`src/rtl/dac_sample_sequencer_if.sv`:
```
// Control/FIFO/DAC signal bundle for dac_sample_sequencer.
// The master side is the bus wrapper plus FIFO; the slave side is the sequencer.
interface dac_sample_sequencer_if #(
  parameter int DW     = 10,
  parameter int PRE_W  = 8,
  parameter int DIV_W  = 20,
  parameter int UCNT_W = 8
);
  logic              en;
  logic [PRE_W-1:0]  presc;
  logic [DIV_W-1:0]  period;
  logic [DW-1:0]     fifo_rd_data;
  logic              fifo_empty;
  logic              fifo_rd;
  logic [DW-1:0]     dac_data;
  logic              dac_en;
  logic              sample_tick;
  logic              underrun;
  logic              ucnt_clr;
  logic [UCNT_W-1:0] ucnt;

  modport master (
    output en, presc, period, fifo_rd_data, fifo_empty, ucnt_clr,
    input  fifo_rd, dac_data, dac_en, sample_tick, underrun, ucnt
  );

  modport slave (
    input  en, presc, period, fifo_rd_data, fifo_empty, ucnt_clr,
    output fifo_rd, dac_data, dac_en, sample_tick, underrun, ucnt
  );
endinterface

```
`src/rtl/dac_sample_sequencer.sv`:
```
// Paces FIFO pops into the DAC register every (presc+1)*(period+1) cycles; first sample 2 edges after en, pop is combinational.
// Build macro DAC_SEQ_UNDERRUN_MUTE_EN: an underrun tick zeroes the DAC code instead of holding it.
module dac_sample_sequencer #(
  parameter int DW     = 10,
  parameter int PRE_W  = 8,
  parameter int DIV_W  = 20,
  parameter int UCNT_W = 8
) (
  input  logic                 HCLK,
  input  logic                 HRESETn,
  dac_sample_sequencer_if.slave bus
);

  typedef enum logic [1:0] {
    S_IDLE  = 2'd0,
    S_PRIME = 2'd1,
    S_RUN   = 2'd2
  } state_t;

  state_t            r_state;
  state_t            w_state_nxt;
  logic [PRE_W-1:0]  r_pre_cnt;
  logic [PRE_W-1:0]  w_pre_cnt_nxt;
  logic [DIV_W-1:0]  r_per_cnt;
  logic [DIV_W-1:0]  w_per_cnt_nxt;
  logic [DW-1:0]     r_dac_data;
  logic [DW-1:0]     w_dac_data_nxt;
  logic              r_dac_en;
  logic [UCNT_W-1:0] r_ucnt;
  logic [UCNT_W-1:0] w_ucnt_nxt;

  logic w_in_run;
  logic w_tick_pre;
  logic w_tick;
  logic w_prime_pop;
  logic w_pop;
  logic w_underrun;

  // Everything is gated by en so that the cycle that drops en never pops or ticks.
  assign w_in_run    = bus.en && (r_state == S_RUN);
  assign w_tick_pre  = w_in_run && (r_pre_cnt >= bus.presc);
  assign w_tick      = w_tick_pre && (r_per_cnt >= bus.period);
  assign w_prime_pop = bus.en && (r_state == S_PRIME) && !bus.fifo_empty;
  assign w_pop       = w_prime_pop || (w_tick && !bus.fifo_empty);
  assign w_underrun  = w_tick && bus.fifo_empty;

  always_comb begin
    w_state_nxt    = r_state;
    w_pre_cnt_nxt  = '0;
    w_per_cnt_nxt  = '0;
    w_dac_data_nxt = r_dac_data;
    if (!bus.en) begin
      w_state_nxt = S_IDLE;
    end else begin
      case (r_state)
        S_IDLE: begin
          w_state_nxt = S_PRIME;
        end
        S_PRIME: begin
          if (w_prime_pop) begin
            w_state_nxt    = S_RUN;
            w_dac_data_nxt = bus.fifo_rd_data;
          end
        end
        S_RUN: begin
          w_pre_cnt_nxt = w_tick_pre ? '0 : r_pre_cnt + 1'b1;
          if (w_tick_pre) begin
            w_per_cnt_nxt = w_tick ? '0 : r_per_cnt + 1'b1;
          end else begin
            w_per_cnt_nxt = r_per_cnt;
          end
          if (w_tick && !bus.fifo_empty) begin
            w_dac_data_nxt = bus.fifo_rd_data;
          end
`ifdef DAC_SEQ_UNDERRUN_MUTE_EN
          else if (w_underrun) begin
            w_dac_data_nxt = '0;
          end
`else
          else begin
            w_dac_data_nxt = r_dac_data;
          end
`endif
        end
        default: begin
          w_state_nxt = S_IDLE;
        end
      endcase
    end
  end

  // Clear has priority over a coincident underrun increment.
  always_comb begin
    w_ucnt_nxt = r_ucnt;
    if (bus.ucnt_clr) begin
      w_ucnt_nxt = '0;
    end else if (w_underrun && (r_ucnt != {UCNT_W{1'b1}})) begin
      w_ucnt_nxt = r_ucnt + 1'b1;
    end
  end

  always_ff @(posedge HCLK or posedge HRESETn) begin
    if (HRESETn) begin
      r_state    <= S_IDLE;
      r_pre_cnt  <= '0;
      r_per_cnt  <= '0;
      r_dac_data <= '0;
      r_dac_en   <= 1'b0;
      r_ucnt     <= '0;
    end else begin
      r_state    <= w_state_nxt;
      r_pre_cnt  <= w_pre_cnt_nxt;
      r_per_cnt  <= w_per_cnt_nxt;
      r_dac_data <= w_dac_data_nxt;
      r_dac_en   <= (w_state_nxt == S_RUN);
      r_ucnt     <= w_ucnt_nxt;
    end
  end

  assign bus.fifo_rd     = w_pop;
  assign bus.dac_data    = r_dac_data;
  assign bus.dac_en      = r_dac_en;
  assign bus.sample_tick = w_tick;
  assign bus.underrun    = w_underrun;
  assign bus.ucnt        = r_ucnt;

endmodule

```
`src/flat_wrapper.sv`:
```
// flat-port wrapper written by rule: the top's interface ports become plain ports
module dac_sample_sequencer_flat 
#(
  parameter int DW     = 10,
  parameter int PRE_W  = 8,
  parameter int DIV_W  = 20,
  parameter int UCNT_W = 8
)
  (HCLK, HRESETn, bus_en, bus_presc, bus_period, bus_fifo_rd_data, bus_fifo_empty, bus_ucnt_clr, bus_fifo_rd, bus_dac_data, bus_dac_en, bus_sample_tick, bus_underrun, bus_ucnt);
  dac_sample_sequencer_if #(.DW(DW), .PRE_W(PRE_W), .DIV_W(DIV_W), .UCNT_W(UCNT_W)) bus_i ();
  input  logic HCLK;
  input  logic HRESETn;
  input wire logic [$bits(bus_i.en)-1:0] bus_en;
  input wire logic [$bits(bus_i.presc)-1:0] bus_presc;
  input wire logic [$bits(bus_i.period)-1:0] bus_period;
  input wire logic [$bits(bus_i.fifo_rd_data)-1:0] bus_fifo_rd_data;
  input wire logic [$bits(bus_i.fifo_empty)-1:0] bus_fifo_empty;
  input wire logic [$bits(bus_i.ucnt_clr)-1:0] bus_ucnt_clr;
  output wire logic [$bits(bus_i.fifo_rd)-1:0] bus_fifo_rd;
  output wire logic [$bits(bus_i.dac_data)-1:0] bus_dac_data;
  output wire logic [$bits(bus_i.dac_en)-1:0] bus_dac_en;
  output wire logic [$bits(bus_i.sample_tick)-1:0] bus_sample_tick;
  output wire logic [$bits(bus_i.underrun)-1:0] bus_underrun;
  output wire logic [$bits(bus_i.ucnt)-1:0] bus_ucnt;
  assign bus_i.en = bus_en;
  assign bus_i.presc = bus_presc;
  assign bus_i.period = bus_period;
  assign bus_i.fifo_rd_data = bus_fifo_rd_data;
  assign bus_i.fifo_empty = bus_fifo_empty;
  assign bus_i.ucnt_clr = bus_ucnt_clr;
  assign bus_fifo_rd = bus_i.fifo_rd;
  assign bus_dac_data = bus_i.dac_data;
  assign bus_dac_en = bus_i.dac_en;
  assign bus_sample_tick = bus_i.sample_tick;
  assign bus_underrun = bus_i.underrun;
  assign bus_ucnt = bus_i.ucnt;
  dac_sample_sequencer #(.DW(DW), .PRE_W(PRE_W), .DIV_W(DIV_W), .UCNT_W(UCNT_W)) u_core (.HCLK(HCLK), .HRESETn(HRESETn), .bus(bus_i));
endmodule
```
`config.mk`:
```
export PLATFORM = sky130hd
export DESIGN_NAME = dac_sample_sequencer_flat
export DESIGN_NICKNAME = d
export VERILOG_FILES = /design/src/rtl/dac_sample_sequencer_if.sv /design/src/rtl/dac_sample_sequencer.sv /design/src/flat_wrapper.sv
export SDC_FILE = /design/constraint.sdc
export NUM_CORES = 1
export LEC_CHECK = 0
export BUFFER_PORTS_ARGS = -buffer_cell sky130_fd_sc_hd__buf_4
export CAP_MARGIN = 20
export CORE_MARGIN = 3
export CORE_UTILIZATION = 42
export CTS_CLUSTER_DIAMETER = 120
export CTS_CLUSTER_SIZE = 25
export DETAILED_ROUTE_END_ITERATION = 7
export GPL_TIMING_DRIVEN = 0
export PLACE_DENSITY_LB_ADDON = 0.3
export REMOVE_ABC_BUFFERS = 1
export SYNTH_ARGS = -nofsm -noshare
export SYNTH_HDL_FRONTEND = slang
export SYNTH_SLANG_ARGS = --single-unit
```
`constraint.sdc`:
```
create_clock -name HCLK -period 10.59 [get_ports HCLK]
set_input_delay 3.177 -clock HCLK [delete_from_list [all_inputs] [get_ports HCLK]]
set_output_delay 3.177 -clock HCLK [all_outputs]
set_load 0.05 [all_outputs]
```
==> impl_metrics.tcl <==
set metrics [dict create \
    status "complete, no violations" \
    fillerInstances 674 \
    maxSlewHeadroom_pct 31.39 \
    vias_per_cell 5.437 \
    die_y_um 94.21 \
    synth_top_flop_cell "dfrtp_1" \
    start_util_pct 44.11 \
    whs_path_depth 1 \
    multi_input_area_um2 1831 \
    crit_path_start_kind "input pin" \
    synthDistinctLibCells 54 \
    fin_crit_ns 8.895 \
    routed_wl_mm 7.346 \
    cts-resized-gates 0 \
    finalInstanceArea_um2 3935 \
    core_region_area_um2 7408 \
    cts-root-buf "clkbuf_8" \
    finalSetupTns_ns 0 \
    hold_slack_ns 0.4780 \
    ys_ff_latch 49 \
    crit_path_end_kind "primary output" \
    antenna_found_initial 0 \
    drtIter0Drc 127 \
    p_per_area_nw_per_um2 107.3 \
    slew_viol_final 0 \
    die_w_um 94.21 \
    num_vias 2849 \
    drcViolationCount 0 \
    fin_ws_ns 1.695 \
    grt_max_degree 36 \
    power_mw 0.4221 \
    vdd_drop_max_mv 0.07374 \
    dpl_cell_area_um2 3839 \
    seq_area_um2 1226 \
    place.gp.congestion 0.8048 \
    grt_pass1_wl_mm 12.45 \
    fin_util_pct 53.12 \
    wire_per_inst_um 14.02 \
    ant_nets 0 \
    arrival_ns 5.72 \
    area_delta_synth_final_pct 20.41 \
    cts-htree-levels 2 \
    cp_max_fo 25 \
    rsz0062_at_grt "false" \
    p_leak_nw 1.897 \
    final_cell_count_no_fill 524 \
    synthArstFlopShare_pct 100.0 \
    synth.avg_cell_area_um2 8.978 \
    yosysWarnings 0 \
    reg2reg_depth 7 \
    min_path_type "flip-flop to flip-flop" \
    dp_cells 516 \
    insertedDiodeCount 0 \
    syn_inst 364 \
    tightestPinTransition_ns 1.028 \
    grt_overflow 0 \
    cts_inserted_buffers 5 \
    cts_tree "yes" \
    maxCapViolCount 0 \
    grtUsageTotal_pct 17.29 \
    port-buffer-count 64 \
    synth_edf_count 0 \
    final_cell_mix "64 x buf_4, 49 x dfrtp_1, 38 x nand2_1, 38 x inv_1" \
    fin_nets 498 \
    layout_commonest_cell "buf_4" \
    die_area_um2 8876 \
    ioPinCount 65 \
    post-cts-setup-buffers 0 \
    clk_path_buf_depth 2 \
    cp.required_ns 7.41 \
    pre_cts_slack_ns 1.715 \
    synth_area_um2 3268 \
    drtPass1Iterations 4 \
    fmax_mhz 112.4 \
    clk_pin_slew_ns 0.09 \
    dpl.hpwl_mm 5.471 \
    setup_viol 0 \
    grt_pass1_vias 2723 \
    finClkSkew_ns 0.005827 \
    clk_latency_ns 0.30 \
    cts.sinks 49 \
    placementRows 31 \
    hold_buffers 0 \
    hold_violations 0 \
    criticalPathCategory "input pin to primary output" \
    finalCritPeriodShare_pct 84.00 \
    drive_above_1_share_pct 20.47 \
    ys_seq_area_share_pct 37.52 \
]
[state kept, by name (all words and copies together) (netlist names)]
register / count
u_core.bus.dac_en: 1
u_core.r_state: 2
u_core.bus.ucnt: 8
u_core.bus.dac_data: 10
u_core.r_per_cnt: 20
u_core.r_pre_cnt: 8
[power breakdown]
group	total (mW)	internal (mW)	switching (mW)
Sequential	0.205	0.198	0.00606
Combinational	0.100	0.0370	0.0631
Clock	0.118	0.0531	0.0644
Total	0.422	0.289	0.134
[logic make-up after synthesis]
family	synth area share, %
simple gates	23.78
buf+inv	6.547
mux	6.738
xor+xnor	2.144
compound gates	11.41
flops	37.52
fa+ha+maj	11.87
[worst paths after layout]
kind	startpoint	endpoint	slack, ns
setup / recovery	bus_presc[7]	bus_fifo_rd	1.69
hold / removal	u_core.r_state[1]	u_core.r_state[0]	0.48
min in group asynchronous	HRESETn	u_core.bus.dac_data[8]	2.84
setup reg to reg	u_core.r_pre_cnt[5]	u_core.r_per_cnt[17]	7.47
hold reg to reg	u_core.r_state[1]	u_core.r_state[0]	0.48
max in group asynchronous	HRESETn	u_core.r_per_cnt[12]	7.26
[synthesized netlist by cell type (2+ instances only)]
cell	count	share of area [%]
a21oi_1	13	2.0
a22o_1	2	0.54
a31oi_1	5	0.96
and2_1	2	0.38
and3_1	3	0.57
buf_2	6	0.92
clkbuf_1	5	0.57
dfrtp_1	49	38
ha_1	31	12
inv_1	39	4.5
mux2_1	14	4.8
mux2_2	2	0.69
mux2i_1	4	1.2
nand2_1	38	4.4
nand2b_1	3	0.57
nand3_1	31	4.7
nand4_1	10	1.9
nand4b_1	2	0.54
nor2_1	25	2.9
nor2b_1	10	1.9
nor3_1	7	1.1
nor4_1	5	0.96
o211ai_1	6	1.4
o21a_1	3	0.69
o21ai_0	8	1.2
o22ai_1	3	0.57
o31ai_1	2	0.46
or2_2	2	0.38
or3_1	2	0.38
or4_1	2	0.46
xnor2_1	3	0.80
xor2_1	5	1.3
[routing by layer]
metal,vias to the layer above,track usage (%),wire (µm)
li1,1405,-,-
met1,1349,22.28,3272
met2,89,29.67,3593
met3,6,3.446,412
met4,0,4.212,67
met5,-,0,0
[final cells by class]
cell class	count	area share, %
inverters	39	3.720
clock buffers	6	2.099
well taps	99	3.148
flip-flops and latches	49	31.16
multi-input cells	263	46.52
repair buffers	66	13.00
clock inverters	2	0.3498
[worst max-delay path, cell delays in order]
cell     delay, ns
buf_4         0.07
inv_1         0.03
ha_1          0.30
nand4_1       0.10
a21oi_1       0.17
a21oi_2       0.12
nor2_2        0.78
a41oi_2       0.59
inv_1         0.15
buf_4         0.21
Note: power is estimated with default switching activity, not from simulation.
